**src/rtl/timer_ctrl_pkg.sv**
```systemverilog
// Shared constants for the timer_ctrl channel: register map, CTRL bit layout
// and counting modes, plus the overflow next-count rule.
package timer_ctrl_pkg;

  localparam logic [1:0] ADDR_CTRL   = 2'd0;
  localparam logic [1:0] ADDR_RELOAD = 2'd1;
  localparam logic [1:0] ADDR_COUNT  = 2'd2;
  localparam logic [1:0] ADDR_STATUS = 2'd3;

  localparam int CTRL_RUN     = 0;
  localparam int CTRL_GATE    = 1;
  localparam int CTRL_CT      = 2;
  localparam int CTRL_MODE_LO = 3;
  localparam int CTRL_MODE_HI = 4;
  localparam int CTRL_IE      = 5;

  localparam int STATUS_OVF = 0;

  localparam logic [15:0] COUNT_MAX = 16'hFFFF;

  typedef enum logic [1:0] {
    MODE_FREE     = 2'd0,
    MODE_RELOAD   = 2'd1,
    MODE_ONESHOT  = 2'd2,
    MODE_FREE_ALT = 2'd3
  } mode_e;

  // Value the counter takes on the edge where it wraps past FFFF.
  function automatic logic [15:0] overflow_value(input mode_e mode,
                                                 input logic [15:0] reload);
    logic [15:0] val;
    case (mode)
      MODE_RELOAD, MODE_ONESHOT: val = reload;
      default:                   val = 16'h0000;
    endcase
    return val;
  endfunction

endpackage

```
**src/rtl/timer_ctrl_sync_edge.sv**
```systemverilog
// Multi-stage synchroniser for one asynchronous input with a rising-edge
// detector on the synchronised level.
module tc_sync_edge #(
  parameter int STAGES = 2
) (
  input  logic clk,
  input  logic reset_n,
  input  logic async_i,
  output logic level_o,
  output logic rise_o
);

  logic [STAGES-1:0] sync_q;
  logic              prev_q;

  always_ff @(posedge clk or negedge reset_n) begin
    if (!reset_n) begin
      sync_q <= '0;
      prev_q <= 1'b0;
    end else begin
      sync_q <= {sync_q[STAGES-2:0], async_i};
      prev_q <= sync_q[STAGES-1];
    end
  end

  // prev_q always tracks the level, so an edge seen while the channel is
  // disabled is consumed and never replayed later.
  assign level_o = sync_q[STAGES-1];
  assign rise_o  = sync_q[STAGES-1] & ~prev_q;

endmodule

```
**src/rtl/timer_ctrl.sv**
```systemverilog
// One 16-bit timer/counter channel: host register file, prescaler, gated
// timer/counter ticking, reload scheduling and overflow interrupt.
module timer_ctrl
  import timer_ctrl_pkg::*;
#(
  parameter int PRESCALE    = 12,
  parameter int SYNC_STAGES = 2
) (
  input  logic        clk,
  input  logic        reset_n,
  input  logic        wr_en,
  input  logic        rd_en,
  input  logic [1:0]  addr,
  input  logic [15:0] wr_data,
  output logic [15:0] rd_data,
  output logic        rd_valid,
  input  logic        intx,
  input  logic        cin,
  output logic        irq,
  input  logic        irq_ack,
  output logic [15:0] count,
  output logic        ovf_pulse
);

  localparam int PW = (PRESCALE > 2) ? $clog2(PRESCALE) : 1;
  localparam logic [PW-1:0] PRESC_LAST = PW'(PRESCALE - 1);

  logic          run_q, run_d;
  logic          gate_q, gate_d;
  logic          ct_q, ct_d;
  mode_e         mode_q, mode_d;
  logic          ie_q, ie_d;
  logic [15:0]   reload_q, reload_d;
  logic [15:0]   count_q, count_d;
  logic [PW-1:0] presc_q, presc_d;
  logic          ovf_flag_q, ovf_flag_d;
  logic          ovf_pulse_q;
  logic [15:0]   rd_data_q, rd_data_d;
  logic          rd_valid_q;

  logic intx_s;
  logic unused_intx_rise;
  logic cin_rise;
  logic cin_level_unused;

  tc_sync_edge #(.STAGES(SYNC_STAGES)) u_sync_intx (
    .clk     (clk),
    .reset_n (reset_n),
    .async_i (intx),
    .level_o (intx_s),
    .rise_o  (unused_intx_rise)
  );

  tc_sync_edge #(.STAGES(SYNC_STAGES)) u_sync_cin (
    .clk     (clk),
    .reset_n (reset_n),
    .async_i (cin),
    .level_o (cin_level_unused),
    .rise_o  (cin_rise)
  );

  logic enable;
  logic presc_wrap;
  logic tick;
  logic overflow;
  logic wr_ctrl, wr_reload, wr_count, wr_status;
  logic [15:0] ctrl_rd;

  assign enable     = run_q & (~gate_q | intx_s);
  assign presc_wrap = (presc_q == PRESC_LAST);
  assign tick       = enable & (ct_q ? cin_rise : presc_wrap);
  assign overflow   = tick & (count_q == COUNT_MAX);

  assign wr_ctrl   = wr_en & (addr == ADDR_CTRL);
  assign wr_reload = wr_en & (addr == ADDR_RELOAD);
  assign wr_count  = wr_en & (addr == ADDR_COUNT);
  assign wr_status = wr_en & (addr == ADDR_STATUS);

  always_comb begin
    ctrl_rd               = '0;
    ctrl_rd[CTRL_RUN]     = run_q;
    ctrl_rd[CTRL_GATE]    = gate_q;
    ctrl_rd[CTRL_CT]      = ct_q;
    ctrl_rd[CTRL_MODE_HI:CTRL_MODE_LO] = mode_q;
    ctrl_rd[CTRL_IE]      = ie_q;
  end

  // Prescaler only advances in timer mode; any CTRL write restarts it.
  always_comb begin
    presc_d = presc_q;
    if (wr_ctrl) begin
      presc_d = '0;
    end else if (enable && !ct_q) begin
      presc_d = presc_wrap ? '0 : presc_q + 1'b1;
    end
  end

  // Later assignments take priority: host writes beat tick/reload effects.
  always_comb begin
    count_d = count_q;
    if (tick) begin
      count_d = overflow ? overflow_value(mode_q, reload_q) : count_q + 16'd1;
    end
    if (wr_count) begin
      count_d = wr_data;
    end
  end

  always_comb begin
    run_d  = run_q;
    gate_d = gate_q;
    ct_d   = ct_q;
    mode_d = mode_q;
    ie_d   = ie_q;
    if (overflow && mode_q == MODE_ONESHOT) begin
      run_d = 1'b0;
    end
    if (wr_ctrl) begin
      run_d  = wr_data[CTRL_RUN];
      gate_d = wr_data[CTRL_GATE];
      ct_d   = wr_data[CTRL_CT];
      mode_d = mode_e'(wr_data[CTRL_MODE_HI:CTRL_MODE_LO]);
      ie_d   = wr_data[CTRL_IE];
    end
  end

  assign reload_d = wr_reload ? wr_data : reload_q;

  // irq is a level request; the host answers with a one-cycle irq_ack (or a
  // STATUS write of bit 0) to drop it, and an overflow on that same edge keeps it.
  always_comb begin
    ovf_flag_d = ovf_flag_q;
    if (overflow) begin
      ovf_flag_d = 1'b1;
    end else if (irq_ack || (wr_status && wr_data[STATUS_OVF])) begin
      ovf_flag_d = 1'b0;
    end
  end

  always_comb begin
    rd_data_d = rd_data_q;
    if (rd_en) begin
      case (addr)
        ADDR_CTRL:   rd_data_d = ctrl_rd;
        ADDR_RELOAD: rd_data_d = reload_q;
        ADDR_COUNT:  rd_data_d = count_q;
        default:     rd_data_d = {15'b0, ovf_flag_q};
      endcase
    end
  end

  always_ff @(posedge clk or negedge reset_n) begin
    if (!reset_n) begin
      run_q       <= 1'b0;
      gate_q      <= 1'b0;
      ct_q        <= 1'b0;
      mode_q      <= MODE_FREE;
      ie_q        <= 1'b0;
      reload_q    <= '0;
      count_q     <= '0;
      presc_q     <= '0;
      ovf_flag_q  <= 1'b0;
      ovf_pulse_q <= 1'b0;
      rd_data_q   <= '0;
      rd_valid_q  <= 1'b0;
    end else begin
      run_q       <= run_d;
      gate_q      <= gate_d;
      ct_q        <= ct_d;
      mode_q      <= mode_d;
      ie_q        <= ie_d;
      reload_q    <= reload_d;
      count_q     <= count_d;
      presc_q     <= presc_d;
      ovf_flag_q  <= ovf_flag_d;
      ovf_pulse_q <= overflow;
      rd_data_q   <= rd_data_d;
      rd_valid_q  <= rd_en;
    end
  end

  assign irq       = ovf_flag_q & ie_q;
  assign count     = count_q;
  assign ovf_pulse = ovf_pulse_q;
  assign rd_data   = rd_data_q;
  assign rd_valid  = rd_valid_q;

endmodule

```
**config.mk**
```make
export PLATFORM = sky130hd
export DESIGN_NAME = timer_ctrl
export DESIGN_NICKNAME = d
export VERILOG_FILES = /design/src/rtl/timer_ctrl_pkg.sv /design/src/rtl/timer_ctrl_sync_edge.sv /design/src/rtl/timer_ctrl.sv
export SDC_FILE = /design/constraint.sdc
export NUM_CORES = 1
export LEC_CHECK = 0
export ABC_AREA = 1
export CAP_MARGIN = 20
export CORE_ASPECT_RATIO = 0.8
export CORE_MARGIN = 2
export CORE_UTILIZATION = 35
export CTS_CLUSTER_DIAMETER = 80
export DETAILED_ROUTE_END_ITERATION = 10
export SLEW_MARGIN = 20
export SYNTH_ARGS = -nofsm -noshare
export SYNTH_HDL_FRONTEND = slang
export SYNTH_SLANG_ARGS = --single-unit
export TNS_END_PERCENT = 30
```
**constraint.sdc**
```tcl
create_clock -name clk -period 2.4 [get_ports clk]
set_clock_uncertainty 0.15 [all_clocks]
set_input_delay 0.48 -clock clk [delete_from_list [all_inputs] [get_ports clk]]
set_output_delay 0.48 -clock clk [all_outputs]
set_load 0.01 [all_outputs]
```
==> key figures, run 1 <==
STA
  – Slew of the pin with the lowest slew margin: 0.5504 ns
  – Fin Hold WS: 0.009621 ns
  – Fin. Hold Viols: 0
  – Final setup TNS: 0 ns
  – Min Tclk post-route: 2.108 ns
  – Setup slack after layout: slightly below 0.3 ns
  – Fmax achieved: around 470 MHz
  – Final setup violation count: 0
  – RSZ-0062 raised after global routing: no
  – Slew Viols, Final: 0
  – Slew margin rel.: 0.6327
  – Tcrit/Tclk final: 0.8781

Clock network
  – TritonCTS clock tree: yes
  – H-tree levels: 3
  – CTS Buf Count: 9
  – Clock Tree Root: clkbuf_16
  – Clk slew on worst S/H paths: roughly 0.050 ns
  – CTS Buffer Depth: 2
  – Post-CTS setup buffer count: 0
  – CTS Sinks: 66
  – Clk Latency, worst-skew pair: approximately 0.33 ns
  – Hold buffer count at CTS: 0
  – Post_cts resized: 0

Critical path
  – Req. time, crit path: 1.77 ns
  – CP max stage cell: clkdlybuf4s50_1
  – WS Path Type: register to output port
  – Worst Path Max Fanout: 6
  – Critical path arrival: ~1.5 ns
  – R2r worst-path depth: 10
  – Max stage delay on crit path: between 0.6 and 0.7 ns
  – CP delay by family, top: buffers and inverters
  – Type of origin of the critical path: register
  – Worst setup EP type: output port
  – Critical path depth in cells: 1
  – CP Buf/Inv Count: 1
  – Critical path, cell by cell: clkdlybuf4s50_1
  – Register-to-register setup slack: ~0.45 ns

Final layout
  – Finished Cell Area: 4720 um2
  – Post-Layout Cell Count: approximately 700
  – Diode count: 0
  – Final core area utilization: 0.4646
  – Final Net Count: 564
  – Share of cells above drive strength 1: 0.1148
  – Area grow syn2layout: 30.52%

Synthesis
  – Cell variety after synth: 33
  – Mean area per synthesized cell: between 7 and 8 um2
  – Sequential-to-total area share from yosys stat: 0.4567
  – EDFF count, synth: 0
  – Main synth FF type: dfrtp_1
  – Synth async-reset ratio: 1.000
  – Yosys reg bits: between 60 and 70
  – Syn. warnings: 0
  – Synth Cell Area: 3616 um2
  – Syn nets: 499
  – Post-Synthesis Cells: 471

Power and ir drop
  – Total power: 3.924 mW
  – PD cells: between 800 and 900 nW/um2
  – Peak supply drop: 315.2 uV
  – Leak: 2.351 nW

GRT
  – Vias in the first global route: 3201
  – Initial antenna violation count: 0
  – First-pass GRT wire length: 16.08 mm
  – Largest net degree at the start of global routing: 67
  – Grt total ovfl: 0
  – GRT Total Usage: 0.1830

Route
  – Wire per inst: around 14 um
  – Drt pass-1 iters: 5
  – Routed wire length: 9.563 mm
  – Routed vias: 3202
  – Starting DRT DRC Count: about 200
  – Antenna-violating nets left: 0
  – Vias per inst: 4.709
  – Residual DRC: 0

Place
  – Area after DPL: approximately 4400 um2
  – Place WS: 0.1707 ns
  – I/O Buffers: between 50 and 60
  – Dpl cells: roughly 670
  – Final GP Congestion: about 0.82
  – HPWL after detailed placement: 6.846 mm

Run
  – Max cap viols: 0

Floorplanning
  – Initial core utilization: 0.3560
  – Die height: 94.91 um
  – Die footprint: about 11000 um2
  – Top-Level Pins: 60
  – Site Rows: 33
  – Width of the chip: 117.6 um
  – Core area: 10160 um2

Worst hold path
  – HP Class: primary input to async pin

Outcome
  – Run status: complete, no violations
[cells in the mapped netlist (all sizes together) (3+ instances only)]
master,n,area [um2]
o21ai,17,96.34
dfrtp,66,1652
mux2,15,168.9
nand3,22,142.6
a31oi,10,62.56
clkbuf,9,33.78
nand2,196,763.2
inv,53,198.9
a21oi,20,100.1
nand4,4,25.02
nor2,37,187.7
buf,6,41.28
xor2,4,35.03
ha,3,37.54
[state kept, by name, indices dropped and copies added, names as in the netlist, 2 cells and up]
name and cells:
mode_q 2, u_sync_cin.sync_q 2, count 16, u_sync_intx.sync_q 2, presc_q 4, rd_data 16
reload_q 16
[power by group]
group / leakage, nW / switching (mW) / total, mW / internal (mW)
sequential: 0.814 / 0.249 / 1.56 / 1.31
combinational: 1.38 / 0.495 / 0.961 / 0.466
clock: 0.158 / 0.470 / 1.40 / 0.929
[cell usage in the layout, fill, tap and decap left out, types with 3 or more instances in the layout]
| cell type | instances |
|---|---|
| nand2_1 | 187 |
| dfrtp_1 | 66 |
| clkdlybuf4s50_1 | 58 |
| inv_1 | 48 |
| nor2_1 | 31 |
| a21oi_1 | 20 |
| nand3_1 | 17 |
| o21ai_0 | 15 |
| mux2_2 | 10 |
| a31oi_1 | 10 |
| clkbuf_16 | 9 |
| nand2_2 | 8 |
| buf_4 | 8 |
| inv_2 | 5 |
| mux2_1 | 5 |
| nor2_4 | 4 |
| nand4_1 | 4 |
| nand3_2 | 4 |
| xor2_1 | 4 |
| ha_1 | 3 |
[cell type report]
type	instances	area, um2
fillers	1010	5438
multi-input cells	337	1690
well taps	140	175.2
clock buffers	10	239.0
clock inverters	5	78.83
flip-flops and latches	66	1652
repair buffers	69	685.7
inverters	53	198.9
[cells by family (layout without fill, tap and decap cells)]
family	count (synthesis)	after routing	share of synthesized area
AO/OA/AOI/OAI	53	53	0.08443
XOR/XNOR	6	6	0.01453
adder cells (fa/ha/maj)	3	3	0.01038
buffers and inverters	68	137	0.07578
flip-flops	66	66	0.4567
multiplexers	15	15	0.04671
AND/OR/NAND/NOR	260	260	0.3114
[path summary, 6_finish.rpt]
| check | from | endpoint |
|---|---|---|
| min in group clk | u_sync_cin.sync_q[0]$_DFF_PN0_ | u_sync_cin.sync_q[1]$_DFF_PN0_ |
| worst min-delay path | reset_n | rd_data[11]$_DFFE_PN0P_ |
| max in group asynchronous | reset_n | u_sync_intx.sync_q[1]$_DFF_PN0_ |
| worst max register to register | count[1]$_DFFE_PN0P_ | run_q$_DFFE_PN0P_ |
| worst max-delay path | count[8]$_DFFE_PN0P_ | count[8] |
| worst min register to register | u_sync_cin.sync_q[0]$_DFF_PN0_ | u_sync_cin.sync_q[1]$_DFF_PN0_ |
[metal layers]
layer,up-vias,track usage,share of wire
met4,0,0.04116,0.0050
met2,78,0.2737,0.42
met1,1495,0.2654,0.52
li1,1621,-,-
met5,-,0,0
met3,8,0.04771,0.048
No activity file was read; power rests on OpenSTA's default activity.
==> run 2, diff against run 1 <==
SLEW_MARGIN = not set   (was 20)
==> results of run 2 <==
Final layout, timing and power as in run 1 (identical DEF).
